===== src/rtl/dmem_arbiter_if.sv =====
// Bundles the CPU, AUX and memory-side signals of the data-memory arbiter.
// Latency: none (wires only).
// Backpressure: none here; cpu_stall and aux_ack carry the flow control.
interface dmem_arbiter_if #(
    parameter int ADDR_W = 32,
    parameter int DATA_W = 32
);
    // CPU (pipeline MEM stage) port
    logic              cpu_req;
    logic              cpu_we;
    logic [ADDR_W-1:0] cpu_addr;
    logic [DATA_W-1:0] cpu_wdata;
    logic [DATA_W-1:0] cpu_rdata;
    logic              cpu_stall;

    // Auxiliary master port
    logic              aux_req;
    logic              aux_we;
    logic [ADDR_W-1:0] aux_addr;
    logic [DATA_W-1:0] aux_wdata;
    logic [DATA_W-1:0] aux_rdata;
    logic              aux_ack;

    // Single-port synchronous memory side
    logic              mem_en;
    logic              mem_we;
    logic [ADDR_W-1:0] mem_addr;
    logic [DATA_W-1:0] mem_wdata;
    logic [DATA_W-1:0] mem_rdata;

    // Status
    logic              busy;

    // Arbiter view
    modport slave (
        input  cpu_req, cpu_we, cpu_addr, cpu_wdata,
        output cpu_rdata, cpu_stall,
        input  aux_req, aux_we, aux_addr, aux_wdata,
        output aux_rdata, aux_ack,
        output mem_en, mem_we, mem_addr, mem_wdata,
        input  mem_rdata,
        output busy
    );

    // Environment view (requesters and memory)
    modport master (
        output cpu_req, cpu_we, cpu_addr, cpu_wdata,
        input  cpu_rdata, cpu_stall,
        output aux_req, aux_we, aux_addr, aux_wdata,
        input  aux_rdata, aux_ack,
        input  mem_en, mem_we, mem_addr, mem_wdata,
        output mem_rdata,
        input  busy
    );
endinterface


===== src/rtl/dmem_arbiter.sv =====
// Shares one single-port synchronous data memory between the CPU MEM stage and an auxiliary master.
// Latency: 3 cycles per access (arbitrate, memory access, done); never more than one access in flight.
// Backpressure: CPU is held by cpu_stall until its done cycle; AUX holds its request until aux_ack.
module dmem_arbiter #(
    parameter int ADDR_W   = 32,
    parameter int DATA_W   = 32,
    parameter int MAX_WAIT = 4
) (
    input  logic          clock,
    input  logic          reset,
    dmem_arbiter_if.slave bus
);

    typedef enum logic [2:0] {
        S_IDLE   = 3'd0,
        S_C_ACC  = 3'd1,
        S_C_DONE = 3'd2,
        S_A_ACC  = 3'd3,
        S_A_DONE = 3'd4
    } state_t;

    // AUX is forced through once it has lost this many arbitrations in a row
    localparam logic [7:0] MAX_WAIT_L = 8'(MAX_WAIT);
    localparam logic [7:0] LOSS_SAT   = 8'd255;

    state_t            state_q, state_d;
    logic [7:0]        losses_q, losses_d;
    logic              mem_en_q, mem_en_d;
    logic              mem_we_q, mem_we_d;
    logic [ADDR_W-1:0] mem_addr_q, mem_addr_d;
    logic [DATA_W-1:0] mem_wdata_q, mem_wdata_d;
    logic              aux_win, cpu_win;

    // Arbitration: CPU has priority unless AUX has been starved long enough
    always_comb begin
        aux_win = 1'b0;
        cpu_win = 1'b0;
        if (state_q == S_IDLE) begin
            aux_win = bus.aux_req & (~bus.cpu_req | (losses_q >= MAX_WAIT_L));
            cpu_win = bus.cpu_req & ~aux_win;
        end
    end

    // State register; reset aborts any transaction in flight
    always_ff @(posedge clock) begin
        if (reset) begin
            state_q <= S_IDLE;
        end else begin
            state_q <= state_d;
        end
    end

    // Next-state: fixed three-cycle walk per granted access
    always_comb begin
        state_d = state_q;
        case (state_q)
            S_IDLE: begin
                if (aux_win) begin
                    state_d = S_A_ACC;
                end else if (cpu_win) begin
                    state_d = S_C_ACC;
                end
            end
            S_C_ACC:  state_d = S_C_DONE;
            S_C_DONE: state_d = S_IDLE;
            S_A_ACC:  state_d = S_A_DONE;
            S_A_DONE: state_d = S_IDLE;
            default:  state_d = S_IDLE;
        endcase
    end

    // Memory command and loss counter next values; winner's fields are captured in IDLE
    always_comb begin
        mem_en_d    = 1'b0;
        mem_we_d    = 1'b0;
        mem_addr_d  = mem_addr_q;
        mem_wdata_d = mem_wdata_q;
        losses_d    = losses_q;
        if (aux_win) begin
            mem_en_d    = 1'b1;
            mem_we_d    = bus.aux_we;
            mem_addr_d  = bus.aux_addr;
            mem_wdata_d = bus.aux_wdata;
            losses_d    = 8'd0;
        end else if (cpu_win) begin
            mem_en_d    = 1'b1;
            mem_we_d    = bus.cpu_we;
            mem_addr_d  = bus.cpu_addr;
            mem_wdata_d = bus.cpu_wdata;
            // Only a lost arbitration counts; saturate rather than wrap
            if (bus.aux_req && (losses_q != LOSS_SAT)) begin
                losses_d = losses_q + 8'd1;
            end
        end
    end

    // Memory command and loss counter registers
    always_ff @(posedge clock) begin
        if (reset) begin
            mem_en_q    <= 1'b0;
            mem_we_q    <= 1'b0;
            mem_addr_q  <= '0;
            mem_wdata_q <= '0;
            losses_q    <= 8'd0;
        end else begin
            mem_en_q    <= mem_en_d;
            mem_we_q    <= mem_we_d;
            mem_addr_q  <= mem_addr_d;
            mem_wdata_q <= mem_wdata_d;
            losses_q    <= losses_d;
        end
    end

    assign bus.mem_en    = mem_en_q;
    assign bus.mem_we    = mem_we_q;
    assign bus.mem_addr  = mem_addr_q;
    assign bus.mem_wdata = mem_wdata_q;

    // Requester-facing outputs decoded from state; read data steered only in the done cycle
    always_comb begin
        bus.cpu_rdata = '0;
        bus.aux_rdata = '0;
        bus.aux_ack   = 1'b0;
        bus.busy      = (state_q != S_IDLE);
        // Stall covers waiting on AUX as well as the CPU's own arbitrate/access cycles
        bus.cpu_stall = bus.cpu_req & (state_q != S_C_DONE);
        case (state_q)
            S_C_DONE: bus.cpu_rdata = bus.mem_rdata;
            S_A_DONE: begin
                bus.aux_rdata = bus.mem_rdata;
                bus.aux_ack   = 1'b1;
            end
            default: ;
        endcase
    end

endmodule


===== src/flat_wrapper.sv =====
// flat-port wrapper written by rule: the top's interface ports become plain ports
module dmem_arbiter_flat 
#(
    parameter int ADDR_W   = 32,
    parameter int DATA_W   = 32,
    parameter int MAX_WAIT = 4
)
  (clock, reset, bus_cpu_req, bus_cpu_we, bus_cpu_addr, bus_cpu_wdata, bus_cpu_rdata, bus_cpu_stall, bus_aux_req, bus_aux_we, bus_aux_addr, bus_aux_wdata, bus_aux_rdata, bus_aux_ack, bus_mem_en, bus_mem_we, bus_mem_addr, bus_mem_wdata, bus_mem_rdata, bus_busy);
  dmem_arbiter_if #(.ADDR_W(ADDR_W), .DATA_W(DATA_W)) bus_i ();
  input  logic clock;
  input  logic reset;
  input wire logic [$bits(bus_i.cpu_req)-1:0] bus_cpu_req;
  input wire logic [$bits(bus_i.cpu_we)-1:0] bus_cpu_we;
  input wire logic [$bits(bus_i.cpu_addr)-1:0] bus_cpu_addr;
  input wire logic [$bits(bus_i.cpu_wdata)-1:0] bus_cpu_wdata;
  output wire logic [$bits(bus_i.cpu_rdata)-1:0] bus_cpu_rdata;
  output wire logic [$bits(bus_i.cpu_stall)-1:0] bus_cpu_stall;
  input wire logic [$bits(bus_i.aux_req)-1:0] bus_aux_req;
  input wire logic [$bits(bus_i.aux_we)-1:0] bus_aux_we;
  input wire logic [$bits(bus_i.aux_addr)-1:0] bus_aux_addr;
  input wire logic [$bits(bus_i.aux_wdata)-1:0] bus_aux_wdata;
  output wire logic [$bits(bus_i.aux_rdata)-1:0] bus_aux_rdata;
  output wire logic [$bits(bus_i.aux_ack)-1:0] bus_aux_ack;
  output wire logic [$bits(bus_i.mem_en)-1:0] bus_mem_en;
  output wire logic [$bits(bus_i.mem_we)-1:0] bus_mem_we;
  output wire logic [$bits(bus_i.mem_addr)-1:0] bus_mem_addr;
  output wire logic [$bits(bus_i.mem_wdata)-1:0] bus_mem_wdata;
  input wire logic [$bits(bus_i.mem_rdata)-1:0] bus_mem_rdata;
  output wire logic [$bits(bus_i.busy)-1:0] bus_busy;
  assign bus_i.cpu_req = bus_cpu_req;
  assign bus_i.cpu_we = bus_cpu_we;
  assign bus_i.cpu_addr = bus_cpu_addr;
  assign bus_i.cpu_wdata = bus_cpu_wdata;
  assign bus_cpu_rdata = bus_i.cpu_rdata;
  assign bus_cpu_stall = bus_i.cpu_stall;
  assign bus_i.aux_req = bus_aux_req;
  assign bus_i.aux_we = bus_aux_we;
  assign bus_i.aux_addr = bus_aux_addr;
  assign bus_i.aux_wdata = bus_aux_wdata;
  assign bus_aux_rdata = bus_i.aux_rdata;
  assign bus_aux_ack = bus_i.aux_ack;
  assign bus_mem_en = bus_i.mem_en;
  assign bus_mem_we = bus_i.mem_we;
  assign bus_mem_addr = bus_i.mem_addr;
  assign bus_mem_wdata = bus_i.mem_wdata;
  assign bus_i.mem_rdata = bus_mem_rdata;
  assign bus_busy = bus_i.busy;
  dmem_arbiter #(.ADDR_W(ADDR_W), .DATA_W(DATA_W), .MAX_WAIT(MAX_WAIT)) u_core (.clock(clock), .reset(reset), .bus(bus_i));
endmodule

===== config.mk =====
export PLATFORM = sky130hd
export DESIGN_NAME = dmem_arbiter_flat
export DESIGN_NICKNAME = d
export VERILOG_FILES = /design/src/rtl/dmem_arbiter_if.sv /design/src/rtl/dmem_arbiter.sv /design/src/flat_wrapper.sv
export SDC_FILE = /design/constraint.sdc
export NUM_CORES = 1
export LEC_CHECK = 0
export BUFFER_PORTS_ARGS = -buffer_cell sky130_fd_sc_hd__buf_2
export CAP_MARGIN = 20
export CORE_AREA = 2 2 114 116
export CTS_BUF_LIST = sky130_fd_sc_hd__clkbuf_8
export CTS_CLUSTER_SIZE = 10
export DETAILED_ROUTE_END_ITERATION = 7
export DIE_AREA = 0 0 116 118
export HOLD_SLACK_MARGIN = 0.08
export PLACE_DENSITY = 0.67
export SLEW_MARGIN = 10
export SYNTH_ARGS = -nofsm -noshare
export SYNTH_HDL_FRONTEND = slang
export SYNTH_SLANG_ARGS = --single-unit

===== constraint.sdc =====
create_clock -name clock -period 3.12 [get_ports clock]
set_input_delay 0.312 -clock clock [delete_from_list [all_inputs] [get_ports clock]]
set_output_delay 0.312 -clock clock [all_outputs]
set_load 0.05 [all_outputs]

=== After elaboration in Yosys (flattened, before gate mapping) ===
Cells that the tools add are included.

* Register bits after elaboration: 77
* Bits of input ports: 166
* Output and inout port bits: 133
* Logic and storage cells: 43

* Add/subtract/negate cells: 1
* Order comparisons: 1
* Equal/unequal tests: 7
* Mux-type cells: 16
* Bitwise gates (word level): 6
* Reductions and logical operators: 6

{| class="wikitable"
|+ Operator list
! cell !! number
|-
| two-way mux 32 bit || 6
|-
| one-hot mux 3 bit (3 select lines) || 1
|-
| adder 8 x 1 -> 8 bit, second input constant || 1
|-
| >= comparator 8 x 3 -> 1 bit, second input constant || 1
|-
| != test 8 bit, second input constant || 1
|-
| two-way mux 1 bit || 7
|-
| == test 3 x 2 -> 1 bit, second input constant || 2
|-
| two-way mux 3 bit || 2
|-
| bitwise AND 1 bit || 3
|-
| == test 3 x 1 -> 1 bit, second input constant || 1
|-
| == test 3 bit, second input constant || 1
|-
| zero test 3 bit || 1
|-
| != test 3 x 1 -> 1 bit, second input constant || 1
|-
| != test 3 x 2 -> 1 bit, second input constant || 1
|-
| nonzero test 3 bit || 1
|-
| NOT 1 bit || 2
|-
| AND reduction 2 bit || 1
|-
| nonzero test 2 bit || 1
|-
| OR reduction 2 bit || 1
|-
| logical AND 1 bit || 1
|-
| bitwise OR 1 bit || 1
|}

=== Logic depth before layout (Yosys ltp) ===
Gate-level depths: netlist of run 1.

* Depth in word-level cells: 9
* Mapped depth: 6
* Gate-level depth less buffers: 4

=== Worst setup path before layout of run 1 ===
Ideal clock, no wire load.

* Path kind: register to output
* Start: reg u_core.state_q[2]
* End: out bus_aux_rdata[22]
* Data arrival time: 1.902 ns
* Path slack: 0.906 ns
* Cell stages (with the launch flop): 4
* Path through: dfxtp_1 nor3b_1 clkbuf_1 and2_1

* Cells in the longest elaborated chain, start to end: 2

{| class="wikitable"
|+ Ends and longest elaborated chain
! element !! RTL line !! source
|-
| start: declaration || dmem_arbiter.sv:26 || <nowiki>state_t state_q, state_d;</nowiki>
|-
| start signal: assignment || dmem_arbiter.sv:49 || <nowiki>state_q <= state_d;</nowiki>
|-
| == test 3 bit || dmem_arbiter.sv:127 || <nowiki>case (state_q)</nowiki>
|-
| two-way mux 32 bit || dmem_arbiter.sv:127 ||
|-
| end: declaration || flat_wrapper.sv:22 || <nowiki>output wire logic [$bits(bus_i.aux_rdata)-1:0] bus_aux_rdata;</nowiki>
|}

No other way between the ends.

=== Final worst setup path of run 1 ===
* Start: reg u_core.losses_q[5]
* End: reg u_core.mem_addr_q[31], in the netlist u_core.bus.mem_addr[31]

* Cells in the longest elaborated chain, start to end: 7

{| class="wikitable"
|+ Ends and longest elaborated chain
! element !! RTL line !! source
|-
| start: declaration || dmem_arbiter.sv:27 || <nowiki>logic [7:0] losses_q, losses_d;</nowiki>
|-
| start signal: assignment || dmem_arbiter.sv:110 || <nowiki>losses_q <= losses_d;</nowiki>
|-
| >= comparator 8 x 3 -> 1 bit (*) || dmem_arbiter.sv:39 || <nowiki>aux_win = bus.aux_req & (~bus.cpu_req | (losses_q >= MAX_WAIT_L));</nowiki>
|-
| bitwise OR 1 bit (*) || dmem_arbiter.sv:39 ||
|-
| bitwise AND 1 bit (*) || dmem_arbiter.sv:39 ||
|-
| NOT 1 bit || dmem_arbiter.sv:40 || <nowiki>cpu_win = bus.cpu_req & ~aux_win;</nowiki>
|-
| bitwise AND 1 bit || dmem_arbiter.sv:40 ||
|-
| two-way mux 1 bit || dmem_arbiter.sv:38 || <nowiki>if (state_q == S_IDLE) begin</nowiki>
|-
| nonzero test 2 bit (no line) || n/a ||
|-
| end signal: assignment || dmem_arbiter.sv:108 || <nowiki>mem_addr_q <= mem_addr_d;</nowiki>
|-
| end: declaration || dmem_arbiter.sv:30 || <nowiki>logic [ADDR_W-1:0] mem_addr_q, mem_addr_d;</nowiki>
|}

Every way passes the cells marked *; elsewhere a longest branch is shown, timed or not.
A chain may end at the register's enable or synchronous reset.

==> impl_results.md, run 1 <==
- Status: finished, final reports clean
- Chip width: 116 um
- Syn. warnings: 0
- H-tree Lvls: 3
- Register area share after synthesis: 37.9%
- Final Setup Violations: 0
- CTS tree: built
- Antenna violations before repair: 0
- Worst clock skew: 0.00771 ns
- Share of the synthesized area in the top cell type: 37.9%
- Rel. slew slack: between 50% and 60%
- Clock net sink count: 77
- Router iterations before antenna repair: 4
- Post-layout minimum cycle time: 2.12 ns
- WL/cell: 14.3 um
- Yosys cell types: 29
- Cell taking the most area after synthesis: dfxtp_1
- WHS Path Cells: 3
- Number of placed I/O pins: 299
- Hold_buf cts: 0
- Max Freq: 471 MHz
- Global Route Usage Sum: 17.2%
- Filler cell count: approximately 1200
- Crit path required time: 3.38 ns
- Diodes inserted: 0
- Synth Instances: 409
- Setup crit end kind: flip-flop
- Grt ovf: 0
- Seq pwr share: 37.4%
- Layout cells sized above 1: 54.6%
- Number of global-route vias before repair: roughly 4000
- Post-synthesis cell area: 4060 um2
- Starting density of the core: about 33%
- Leak pwr: 0.00298 uW
- RSZ-0062 raised after global routing: false
- Root buffer cell: clkbuf_8
- Worst-path clk slew: around 0.07 ns
- RePlAce Congestion: 0.857
- Synthesized flop and latch total: 77
- Via density: 4.59
- Area Overhead vs Synth: 44.4%
- First-pass GRT wire length: approximately 19 mm
- Combinational Power Share: between 30% and 40%
- Total power: 3040 uW
- Core area: around 12000 um2
- Register-to-Register Path Depth: 5
- Net switching power: 1160 uW
- Number of cell rows: 41
- Post-CTS Setup Inserts: 0
- Max-slew violations: 0
- Die area: about 14000 um2
- Pin count of the biggest net entering global routing: 81
- Final worst path period share: 68.0%
- Routed WL: 12.4 mm
- R2r setup slk: 1.0 ns
- Crit start category: flip-flop
- Clock share of power: 25.8%
- Worst EP arrival: 2.38 ns
- Vias post-DR: roughly 4000
- PortBufs: approximately 300
- Pint: 1880 uW
- Clk Latency, worst-skew pair: 0.34 ns
- Slew @ Worst Pin: 0.670 ns
- Antenna Violating Nets Remaining: 0
- Largest cells by area after synthesis: dfxtp_1 (38%), a211oi_2 (17%), mux2i_1 (16%)
- Hold Path Class: input port to flip-flop
- Post-route DRC: 0
- Syn_nets: 577
- Syn avg cell area: 9.94 um2
- Setup CP Type: flip-flop to flip-flop
- # Max-Cap Violations: 0
- Nets@finish: 859
- Worst-path maximum fanout: 80
- Setup tns final: 0 ns
- Pwr per Cell Area: around 520 nW/um2
- Final hold violations: 0
- Sw Share: 38.2%
- Clock buffer depth: 2
- Clock buffer count from CTS: 9
- Final HPWL DP: 9.81 mm
- Worst VDD drop: 0.155 mV
- Initial drt markers: 115
- Post-cts sizing count: 0
- Die height: 118 um
power groups by stage:
stage | sequential (uW) | clock (uW) | combinational, uW
6_report | 1140 | 786 | 1120
5_1_grt | 1150 | 863 | 1190
3_3_place_gp | 1150 | 0 | 1110
3_5_place_dp | 1160 | 0 | 1130
2_1_floorplan | 1500 | 0 | 500
4_1_cts | 1140 | 823 | 1130
flip-flops by register name, summed over array words and instances, names as in the netlist:
register / cells
u_core.bus.mem_addr: 32
u_core.bus.mem_wdata: 32
u_core.losses_q: 8
u_core.bus.mem_en: 1
u_core.state_q: 3
u_core.bus.mem_we: 1
final cells by class:
type                       instances  area [um2]  area share [%]
inverter                           4        15.0           0.256
multi-input combinational        293        2320            39.5
tap                              172         215            3.67
timing repair buffer             306        1580            26.9
clock buffer                       9         124            2.11
clock inverter                     5        77.6            1.32
sequential                        77        1540            26.3
cell usage in the layout (no fill, tap or decap):
| master | Yosys | final |
|---|---|---|
| nand2_1 | 2 | 2 |
| a211oi_1 | 9 | 9 |
| o21a_1 | 1 | 1 |
| clkinvlp_4 | 0 | 1 |
| nor2_1 | 67 | 67 |
| or3_1 | 1 | 1 |
| nor2b_1 | 1 | 1 |
| nor3_1 | 8 | 8 |
| ha_1 | 2 | 2 |
| buf_2 | 9 | 297 |
| a211oi_2 | 56 | 56 |
| o211a_1 | 1 | 1 |
| clkinv_2 | 0 | 2 |
| nor4b_1 | 1 | 1 |
| buf_12 | 0 | 2 |
| or4b_1 | 1 | 1 |
| nor4_1 | 1 | 1 |
| nor3b_2 | 0 | 2 |
| bufinv_16 | 0 | 2 |
| nor4b_4 | 0 | 1 |
| dfxtp_1 | 77 | 77 |
| xnor2_1 | 1 | 1 |
| inv_1 | 4 | 4 |
| and2_1 | 69 | 69 |
| o211ai_1 | 1 | 1 |
| nand3b_1 | 1 | 1 |
| mux2i_1 | 65 | 65 |
| nand4_1 | 1 | 1 |
| a21boi_0 | 1 | 1 |
| clkbuf_8 | 0 | 9 |
| buf_4 | 6 | 7 |
metal layers:
| metal | GRT usage, % | up-vias | share of wire, % |
|---|---|---|---|
| met4 | 5.36 | 0 | 1.6 |
| met1 | 18.2 | 1785 | 38 |
| met3 | 4.89 | 15 | 8.4 |
| li1 | - | 1985 | - |
| met2 | 32.2 | 191 | 52 |
| met5 | 0 | - | 0 |
worst max-delay path: stages (launching register included):
cell and delay [ns]:
dfxtp_1 0.32, or4b_1 0.54, o211ai_1 0.43, buf_12 0.39
nor2_1 0.11, a211oi_2 0.21
logic make-up (layout without fill, tap and decap cells):
kind of cell,Yosys count,count (layout),share of synthesized area [%]
AOI/OAI and AO/OA,69,69,19.7
xor gates and xnor gates,1,1,0.216
adders and majority gates,2,2,0.616
buffers and inverters,39,324,5.54
DFF,77,77,37.9
muxes,65,65,16.0
and+or+nand+nor,156,156,20.0
cells in the mapped netlist:
master / n
xnor2_1: 1
a211oi_1: 9
mux2i_1: 65
nor4b_2: 1
and2_1: 69
a211oi_2: 56
nor2_1: 67
nor4b_1: 1
nor3b_1: 2
o211ai_1: 1
buf_1: 1
dfxtp_1: 77
or4b_1: 1
nor4_1: 1
buf_6: 6
buf_2: 9
ha_1: 2
a21boi_0: 1
o21a_1: 1
nor2b_1: 1
nor3_1: 8
or3_1: 1
nand2_1: 2
nand3b_1: 1
inv_1: 4
o211a_1: 1
buf_4: 6
nand4_1: 1
clkbuf_1: 13
worst paths after layout:
kind | from | endpoint
max | u_core.losses_q[5]$_SDFFE_PP0P_ | u_core.bus.mem_addr[31]$_SDFFE_PP0P_
min | bus_aux_we | u_core.bus.mem_we$_SDFF_PP0_
max reg2reg | u_core.losses_q[5]$_SDFFE_PP0P_ | u_core.bus.mem_addr[31]$_SDFFE_PP0P_
min reg2reg | u_core.losses_q[3]$_SDFFE_PP0P_ | u_core.losses_q[3]$_SDFFE_PP0P_
through the flow:
step                      cells  util [%]  setup WS, ns  area [um2]  hold slack, ns
after CTS                   866      47.3          1.00        5870           0.221
after detailed placement    852      45.6         0.942        5670           0.465
after global routing        866      47.3         0.820        5870           0.238
after floorplan             409         -         0.906        4060           0.445
final                       866      47.3         0.998        5870           0.248
after global placement      852      45.6          1.00        5670           0.462
Note: power is estimated with default switching activity, not from simulation.
==> run 2, diff against run 1 <==
--- a/config.mk
+++ b/config.mk
@@ -13,7 +13,7 @@
 export DETAILED_ROUTE_END_ITERATION = 7
 export DIE_AREA = 0 0 116 118
 export HOLD_SLACK_MARGIN = 0.08
-export PLACE_DENSITY = 0.67
+export PLACE_DENSITY = 0.7
 export SLEW_MARGIN = 10
 export SYNTH_ARGS = -nofsm -noshare
 export SYNTH_HDL_FRONTEND = slang
==> constraint.sdc (replaced) <==
create_clock -name clock -period 1.79 [get_ports clock]
set_input_delay 0.179 -clock clock [delete_from_list [all_inputs] [get_ports clock]]
set_output_delay 0.179 -clock clock [all_outputs]
set_load 0.05 [all_outputs]
==> run 2 against run 1 <==
The flow now finishes with violations (setup timing). Via count rose by 9.7%. Total power increased by 92%. Die area is the same. Critical path type unchanged. Critical endpoint is now u_core.bus.mem_wdata[13]$_SDFFE_PP0P_.
==> impl_results.md, run 2 (synthesis gave the netlist of run 1 again) <==
- Final HPWL DP: between 9 and 10 mm
- CP cell instances: or4b_4, o211ai_1, buf_4, buf_12, buf_12, clkbuf_16, buf_6, a211oi_2
- Hold Path Class: input port to flip-flop
- Status: finished with violations
- WL/cell: around 17 um
- Slew @ Worst Pin: between 0.3 and 0.4 ns
- Worst path max stage delay: about 0.53 ns
- Clock net sink count: 77
- Vias post-DR: ~4400
- Starting density of the core: between 30% and 40%
- Number of cell rows: 41
- Final worst path period share: 106%
- Crit path top cell by count: buf_12
- FF+latch area: roughly 1600 um2
- Global Route Usage Sum: 19.0%
- R2R Path Start: u_core.losses_q[5]$_SDFFE_PP0P_
- Core area: between 10000 and 15000 um2
- Worst R2R End: u_core.bus.mem_wdata[13]$_SDFFE_PP0P_
- Filler cell count: 1040
- Number of placed I/O pins: 299
- Initial drt markers: 269
- Rel. slew slack: between 70% and 80%
- Nets@finish: 908
- WHS Path Cells: 3
- Area Overhead vs Synth: 79.8%
- RSZ-0062 raised after global routing: true
- Root buffer cell: clkbuf_8
- Hold Startpoint: bus_aux_addr[29]
- End-of-flow core utilization: 58.9%
- # Max-Cap Violations: 0
- Antenna Violating Nets Remaining: 0
- Worst hold margin: 0.105 ns
- Die area: 13700 um2
- Max Freq: approximately 530 MHz
- Setup CP Type: flip-flop to flip-flop
- CTS tree: built
- Antenna violations before repair: 3
- H-tree Lvls: 3
- Crit path buf inv count: 5
- Worst-path maximum fanout: 6
- Slowest-stage cell, CP: or4b_4
- Final hold violations: 0
- Setup crit end kind: flip-flop
- Crit start category: flip-flop
- Terminating pin of the worst hold path: u_core.bus.mem_addr[29]$_SDFFE_PP0P_
- Worst-path clk slew: around 0.080 ns
- Worst VDD drop: 0.307 mV
- First-pass GRT wire length: about 20 mm
- Failing checks: setup timing
- Die height: 118 um
- Grt ovf: 0
- Commonest non-fill, non-tap cell in the layout: buf_2
- Chip width: approximately 120 um
- Multi-input gate area: 2500 um2
- Clk Latency, worst-skew pair: 0.35 ns
- Crit path required time: around 2.0 ns
- Largest delay contributor family on the critical path: buffers and inverters
- Clock buffer depth: 2
- Worst EP arrival: 2.14 ns
- Leak pwr: 0.00350 uW
- Layout cells sized above 1: 64.8%
- Pin count of the biggest net entering global routing: 34
- Register-to-Register Path Depth: 8
- Max-slew violations: 0
- PortBufs: between 200 and 300
- PnR worst setup slack: -0.107 ns
- R2r setup slk: -0.11 ns
- Router iterations before antenna repair: 5
- Via density: about 4.7
- Number of global-route vias before repair: 4121
- Post-route DRC: 0
- Clock buffer count from CTS: 9
- Routed WL: 15.4 mm
- Post-layout minimum cycle time: 1.90 ns
- Most frequent cells in the layout: buf_2 (233), dfxtp_1 (72), mux2i_1 (65), a211oi_2 (63), nor2_1 (57)
- Final Setup Violations: 51
- RePlAce Congestion: 0.755
- Worst clock skew: 0.00958 ns
- Pwr per Cell Area: around 800 nW/um2
==> run 2: final cells by class <==
cell class | instances | area share, %
repair buffers | 355 | 38.1
multi-input cells | 293 | 34.3
flip-flops and latches | 77 | 21.3
well taps | 172 | 2.95
clock buffers | 11 | 2.07
clock inverters | 5 | 1.01
inverters | 4 | 0.205
diodes | 3 | 0.103
==> run 2: stage by stage <==
| stage | TNS [ns] | cell area [um2] | total power (uW) | setup WS [ns] | cells |
|---|---|---|---|---|---|
| final | -2.30 | 7310 | 5850 | -0.107 | 920 |
| after global routing | -9.83 | 7310 | 6090 | -0.190 | 920 |
| after CTS | -1.77 | 6630 | 5760 | -0.0873 | 902 |
| after detailed placement | -2.65 | 5950 | 4090 | -0.0943 | 873 |
| after global placement | -0.00547 | 5950 | 4070 | -0.00307 | 873 |
| after floorplan | 0 | 4080 | 3480 | 0.0815 | 409 |
==> run 2: how the worst max path moves through the flow <==
stage	cells past startpoint	to	startpoint	slack, ns
finish	8	u_core.bus.mem_wdata[13]$_SDFFE_PP0P_	u_core.losses_q[5]$_SDFFE_PP0P_	-0.11
detailed placement	6	u_core.bus.mem_addr[7]$_SDFFE_PP0P_	u_core.losses_q[5]$_SDFFE_PP0P_	-0.09
global placement	6	u_core.bus.mem_addr[16]$_SDFFE_PP0P_	u_core.losses_q[5]$_SDFFE_PP0P_	-0.003
floorplan	3	bus_aux_rdata[22]	u_core.state_q[2]$_SDFFE_PP0P_	0.08
global route	7	u_core.bus.mem_addr[8]$_SDFFE_PP0P_	u_core.losses_q[5]$_SDFFE_PP0P_	-0.19
CTS	8	u_core.bus.mem_wdata[25]$_SDFFE_PP0P_	u_core.losses_q[2]$_SDFFE_PP0P_	-0.09
==> run 2: worst reg2reg max path, delay by kind of cell (launching register included) <==
kind                   cells  cell delay, ns
buffers and inverters      5            0.65
and+or+nand+nor            1            0.53
DFF                        1            0.33
AOI/OAI and AO/OA          2            0.29
==> run 2: where the power goes <==
part           switching (uW)  leakage [uW]  total (uW)  internal [uW]
sequential               98.0      0.000638        1990           1890
combinational            1460       0.00274        2370            909
clock                     643      0.000121        1500            852
total                    2200       0.00350        5850           3650
==> run 2: timing repair <==
action	in CTS	in global routing
buffers inserted	5	10
hold buffers	2	0
resized for setup	83	139
hold endpoints to repair	2	0
setup endpoints to repair	122	128
pin swaps	3	24
gates cloned	7	7
==> run 2: layer usage <==
| layer | global-route usage [%] | vias up | share of wire, % |
|---|---|---|---|
| met5 | 0 | - | 0 |
| met4 | 7.96 | 0 | 2.0 |
| met3 | 4.33 | 24 | 8.3 |
| met2 | 33.9 | 213 | 52 |
| met1 | 21.2 | 2026 | 38 |
| li1 | - | 2097 | - |
